## src/rtl/paged_memory_pkg.sv

```systemverilog
// Shared types for paged_memory: memory operation and pointer operation encodings,
// plus the pointer-select width helper used by the top and the pointer file.
package paged_memory_pkg;

    typedef enum logic [1:0] {
        OP_NOP,
        OP_READ,
        OP_WRITE,
        OP_FETCH
    } mem_op_e;

    typedef enum logic [2:0] {
        PTR_NONE,
        PTR_REL_SUB,
        PTR_REL_ADD,
        PTR_INC,
        PTR_ABSOLUTE
    } ptr_op_e;

    function automatic int ptr_sel_width(input int num_ptr);
        return (num_ptr > 1) ? $clog2(num_ptr) : 1;
    endfunction

endpackage

```

## src/rtl/paged_memory_pointer_file.sv

```systemverilog
// Address pointer registers with relative/absolute arithmetic (modulo 2**ADDR_W).
// Optional sticky overflow flag built only when MEMORY_PTR_FAULT_EN is defined.
module paged_memory_pointer_file
    import paged_memory_pkg::*;
#(
    parameter int DATA_W  = 8,
    parameter int ADDR_W  = 8,
    parameter int NUM_PTR = 2,
    localparam int SEL_W  = ptr_sel_width(NUM_PTR)
) (
    input  logic              clock,
    input  logic              reset,
    input  logic              apply,
    input  logic [SEL_W-1:0]  ptr_sel,
    input  ptr_op_e           ptr_op,
    input  logic [DATA_W-1:0] operand,
    output logic [ADDR_W-1:0] ptr_cur,
    output logic              fault
);

    logic [ADDR_W-1:0] ptr_q [NUM_PTR];
    logic [ADDR_W-1:0] operand_a;
    logic [ADDR_W-1:0] ptr_next;

    // Reducing the operand modulo 2**ADDR_W first leaves the wrapped result unchanged.
    assign operand_a = ADDR_W'(operand);

    always_comb begin
        ptr_cur = '0;
        for (int i = 0; i < NUM_PTR; i++) begin
            if (ptr_sel == SEL_W'(i)) ptr_cur = ptr_q[i];
        end
    end

    always_comb begin
        ptr_next = ptr_cur;
        case (ptr_op)
            PTR_REL_ADD:  ptr_next = ptr_cur + operand_a;
            PTR_REL_SUB:  ptr_next = ptr_cur - operand_a;
            PTR_INC:      ptr_next = ptr_cur + ADDR_W'(1);
            PTR_ABSOLUTE: ptr_next = operand_a;
            default:      ptr_next = ptr_cur;
        endcase
    end

    always_ff @(posedge clock) begin
        if (reset) begin
            for (int i = 0; i < NUM_PTR; i++) ptr_q[i] <= '0;
        end else if (apply) begin
            for (int i = 0; i < NUM_PTR; i++) begin
                if (ptr_sel == SEL_W'(i)) ptr_q[i] <= ptr_next;
            end
        end
    end

`ifdef MEMORY_PTR_FAULT_EN
    localparam int OW = ((DATA_W > ADDR_W) ? DATA_W : ADDR_W) + 1;

    logic [OW-1:0] sum_ext;
    logic          overflow;

    // Full-width sum so any operand bits above ADDR_W also count as carry-out.
    assign sum_ext = OW'(ptr_cur) + OW'(operand);

    always_comb begin
        overflow = 1'b0;
        case (ptr_op)
            PTR_REL_ADD: overflow = (sum_ext >> ADDR_W) != '0;
            PTR_REL_SUB: overflow = OW'(operand) > OW'(ptr_cur);
            PTR_INC:     overflow = &ptr_cur;
            default:     overflow = 1'b0;
        endcase
    end

    always_ff @(posedge clock) begin
        if (reset) begin
            fault <= 1'b0;
        end else if (apply && overflow) begin
            fault <= 1'b1;
        end
    end
`else
    assign fault = 1'b0;
`endif

endmodule

```

## src/rtl/paged_memory.sv

```systemverilog
// Paged word memory behind a pointer file, with READ/WRITE and a streaming line FETCH.
// Define MEMORY_PTR_FAULT_EN to build the sticky pointer-overflow fault flag.
module paged_memory
    import paged_memory_pkg::*;
#(
    parameter int DATA_W     = 8,
    parameter int ADDR_W     = 8,
    parameter int WORD_SEL_W = 1,
    parameter int NUM_PTR    = 2,
    localparam int SEL_W     = ptr_sel_width(NUM_PTR)
) (
    input  logic                  clock,
    input  logic                  reset,
    input  logic [DATA_W-1:0]     in,
    output logic [DATA_W-1:0]     out,
    output logic                  out_valid,
    input  logic [SEL_W-1:0]      ptr_sel,
    input  logic [WORD_SEL_W-1:0] word_sel,
    input  mem_op_e               op,
    input  ptr_op_e               ptr_op,
    output logic                  busy,
    output logic                  fault,
    output logic                  state_dbg
);

    localparam int MEM_AW = ADDR_W + WORD_SEL_W;

    typedef enum logic {IDLE, STREAM} state_e;

    state_e                state_q, state_d;
    logic [ADDR_W-1:0]     ptr_cur;
    logic [ADDR_W-1:0]     line_q;
    logic [WORD_SEL_W-1:0] cnt_q;
    logic [DATA_W-1:0]     mem [2**MEM_AW];
    logic [DATA_W-1:0]     rd_data_q;
    logic [MEM_AW-1:0]     addr;
    logic                  idle;
    logic                  do_read;
    logic                  do_write;

    paged_memory_pointer_file #(
        .DATA_W  (DATA_W),
        .ADDR_W  (ADDR_W),
        .NUM_PTR (NUM_PTR)
    ) u_pointer_file (
        .clock   (clock),
        .reset   (reset),
        .apply   (idle),
        .ptr_sel (ptr_sel),
        .ptr_op  (ptr_op),
        .operand (in),
        .ptr_cur (ptr_cur),
        .fault   (fault)
    );

    always_ff @(posedge clock) begin
        if (reset) state_q <= IDLE;
        else       state_q <= state_d;
    end

    always_comb begin
        state_d = state_q;
        case (state_q)
            IDLE:    if (op == OP_FETCH) state_d = STREAM;
            STREAM:  if (&cnt_q) state_d = IDLE;
            default: state_d = IDLE;
        endcase
    end

    // While streaming, every cycle reads the latched line and all inputs are ignored.
    always_comb begin
        idle      = (state_q == IDLE);
        busy      = (state_q == STREAM);
        state_dbg = (state_q == STREAM);
        addr      = idle ? {ptr_cur, word_sel} : {line_q, cnt_q};
        do_read   = idle ? (op == OP_READ) : 1'b1;
        do_write  = idle && (op == OP_WRITE) && !reset;
    end

    always_ff @(posedge clock) begin
        if (reset) begin
            cnt_q  <= '0;
            line_q <= '0;
        end else if (idle) begin
            cnt_q <= '0;
            if (op == OP_FETCH) line_q <= ptr_cur;
        end else begin
            cnt_q <= cnt_q + WORD_SEL_W'(1);
        end
    end

    always_ff @(posedge clock) begin
        if (reset) begin
            rd_data_q <= '0;
            out_valid <= 1'b0;
        end else begin
            rd_data_q <= do_read ? mem[addr] : '0;
            out_valid <= do_read;
        end
    end

    always_ff @(posedge clock) begin
        if (do_write) mem[addr] <= in;
    end

    assign out = rd_data_q;

endmodule

```

## config.mk

```make
export PLATFORM = sky130hd
export DESIGN_NAME = paged_memory
export DESIGN_NICKNAME = d
export VERILOG_FILES = /design/src/rtl/paged_memory_pkg.sv /design/src/rtl/paged_memory_pointer_file.sv /design/src/rtl/paged_memory.sv
export SDC_FILE = /design/constraint.sdc
export NUM_CORES = 2
export LEC_CHECK = 0
export BUFFER_PORTS_ARGS = -buffer_cell sky130_fd_sc_hd__buf_4
export CAP_MARGIN = 20
export CORE_ASPECT_RATIO = 0.5
export CORE_MARGIN = 5
export CORE_UTILIZATION = 45
export CTS_BUF_LIST = sky130_fd_sc_hd__clkbuf_8
export CTS_CLUSTER_SIZE = 25
export DETAILED_ROUTE_END_ITERATION = 10
export SLEW_MARGIN = 20
export SYNTH_ARGS = -nofsm -noshare
export SYNTH_HDL_FRONTEND = slang
export SYNTH_MEMORY_MAX_BITS = 65536
export SYNTH_SLANG_ARGS = --single-unit
```

## constraint.sdc

```tcl
create_clock -name clock -period 8.65 [get_ports clock]
set_input_delay 1.73 -clock clock [delete_from_list [all_inputs] [get_ports clock]]
set_output_delay 1.73 -clock clock [all_outputs]
set_load 0.005 [all_outputs]
```

==> summary.txt <==
Outcome
  • Outcome: finished clean

Clocking
  • Post-cts resize count: 0
  • CTS Sinks: 4131
  • CTS root buf: clkbuf_8
  • Max H-tree Level: 6
  • Clock Latency Late Sink: 1.13 ns
  • CTS tree: built
  • CTS Buf Count: 601
  • Postcts setup bufs: 0
  • Cts hold-fix bufs: 0
  • Clock Path Buffers: 4
  • Clock-pin slew on the worst setup and hold paths: 0.06 ns

Floorplanning
  • Die height: 433 microns
  • Io pins: 29
  • Die area: 0.371 sq mm
  • Row cnt: 155
  • Initial Utilization: 45.2%
  • Total core area: 0.357 sq mm
  • Die width: 856 microns

Yosys
  • Post-synth top area cell: edfxtp_1
  • Synth top area share: 76.7%
  • Post-Synthesis Cell Area: 0.161 sq mm
  • Commonest cells in the netlist: 4112 x edfxtp_1, 1528 x nand2_1, 727 x nor2_1
  • Mapped Cells: 10168
  • Cell with the most instances after synthesis: edfxtp_1
  • Synth cell types: 93
  • Area contributors post-synth: edfxtp_1 77%, nand2_1 3.6%, mux4_2 3.6%
  • Post-Syn Area per Cell: 15.8 sq um
  • Primary FF master, synth: edfxtp_1
  • Sequential element share of the synthesized area: 76.9%
  • Warning count from the yosys run: 0
  • Post-synth ARST share: 0%
  • Number of flops mapped to enable cells by yosys: 4112
  • Synth Register Bits: 4131
  • Syn_nets: 10194

Timing
  • RSZ-0062 raised after global routing: false
  • Fin. Hold Viols: 0
  • Final period utilization: 74.6%
  • Clock Skews: 0.101 ns
  • Max-slew violations: 0
  • Final Hold Slack: 0.505 ns
  • Worst Max-Slew Pin Slew: 1.30 ns
  • Fmax: 155 MHz
  • Sum Neg Setup Slack: 0 ns
  • Final worst path period need: 6.45 ns
  • Final setup vio count: 0
  • Slew margin rel.: 13.3%

Power
  • Power, Total: 0.0424 W
  • Leakage: 56.3 nW
  • Max rail drop VDD: 0.000145 V
  • Power Dens Cells: 238 mW/mm^2

Finish
  • Fillers: 29642
  • Layout cells sized above 1: 13.2%
  • Layout area overhead: 10.4%
  • Area of the multi-input gates: 0.0340 sq mm
  • Final Non-Filler Cells: 15648
  • Fin nets: 10430
  • Register area: 0.124 sq mm

Global routing
  • Largest net degree at the start of global routing: 171
  • First-pass GRT wire length: 739000 microns
  • Vias in the first global route: 94208
  • Initial antenna violation count: 34
  • Grt ovf: 0
  • Total global-route track usage: 27.9%

Worst setup path
  • Crit path launch type: flip-flop
  • Reg2Reg Setup Slack: 2.20 ns
  • Worst setup EP type: flip-flop
  • Data arrival, critical path: 7.39 ns
  • Crit-path max FO: 33
  • Critical Path RT: 9.59 ns
  • Crit Path Category: flip-flop to flip-flop

Detailed routing
  • Vias per inst: 6.41
  • DRT Pass-1 Iters: 6
  • Post-route ant nets: 0
  • Iteration-0 DRC Markers: 15551
  • Drt wl/cell: 33.9 microns
  • DRC Markers: 0
  • Total number of vias: 100329
  • Routed WL: 531000 microns

Placed design
  • Port bufs: 27
  • Post-DP HPWL: 313000 microns
  • Inst Count DP: 14589
  • Final Wtd Congestion: 0.916

Hold path
  • Hold Path Class: flip-flop to flip-flop

Run
  • Max-cap violation count: 0
[sequential cells by signal, indices dropped and copies added, names as in the netlist]
name,flops
busy,1
cnt_q,1
line_q,8
u_pointer_file.ptr_q,16
out_valid,1
out,8
mem,4096
[critical path, stage by stage (launching register included)]
cell	delay, ns
dfxtp_1	0.74
buf_4	0.31
inv_4	0.18
a21oi_4	0.97
buf_12	0.28
buf_4	0.50
buf_4	0.50
mux4_2	0.39
a22oi_1	0.20
a21oi_1	0.11
a2111o_1	0.63
nor4_1	0.81
nor4b_1	0.40
a41oi_1	0.16
[metrics by stage]
step	setup slack, ns	util, %	instance area, sq um
2_1_floorplan	4.13	-	161000
3_3_place_gp	1.44	46.9	167000
3_5_place_dp	1.43	46.9	167000
4_1_cts	2.45	49.8	178000
5_1_grt	2.35	49.9	178000
6_report	2.20	49.9	178000
[logic make-up after synthesis]
group / synth area share [%]
other: 0.00233
AOI/OAI and AO/OA: 7.92
muxes: 5.37
buffers and inverters: 2.27
DFF: 76.9
and+or+nand+nor: 7.44
xor gates and xnor gates: 0.0326
adders and majority gates: 0.0746
[path summary, 6_finish.rpt]
kind	start	endpoint	cells past startpoint
max reg2reg	busy	out[2]	13
min reg2reg	line_q[1]	line_q[1]	2
min	line_q[1]	line_q[1]	2
max	busy	out[2]	13
[layer usage]
metal	track usage (%)	up-vias	wire length (microns)
met5	0	-	69
met4	10.6	10	21600
met3	8.47	1113	70700
met2	40.8	7157	232000
met1	39.5	51551	206000
li1	-	40498	-
[where the power goes]
group,internal (W),switching [W]
registers,0.0220,0.0000256
logic,0.00153,0.00436
clock network,0.00687,0.00759
total,0.0304,0.0120
[placed cells by master, fill, tap and decap left out, drive strengths merged, types with 58 or more instances in the layout]
cell | synthesis | final
mux4 | 254 | 254
nand3 | 312 | 312
o211ai | 58 | 58
o22ai | 98 | 98
nand2 | 1534 | 1534
a211oi | 63 | 63
a21oi | 425 | 425
mux2i | 261 | 261
clkinv | 0 | 182
nor3 | 82 | 82
o21ai | 188 | 188
o221ai | 329 | 329
a22oi | 133 | 133
buf | 473 | 343
a31oi | 301 | 301
nor2 | 732 | 732
clkbuf | 238 | 624
edfxtp | 4112 | 4112
inv | 29 | 238
nor4 | 94 | 94
[cell type report]
class / instances / share of cell area, %
inverter: 29 / 0.0626
tap: 4788 / 3.37
multi-input combinational: 5297 / 19.1
clock inverter: 418 / 1.08
clock buffer: 624 / 4.83
antenna: 17 / 0.0239
timing repair buffer: 344 / 1.90
sequential: 4131 / 69.6
Note: power is estimated with default switching activity, not from simulation.
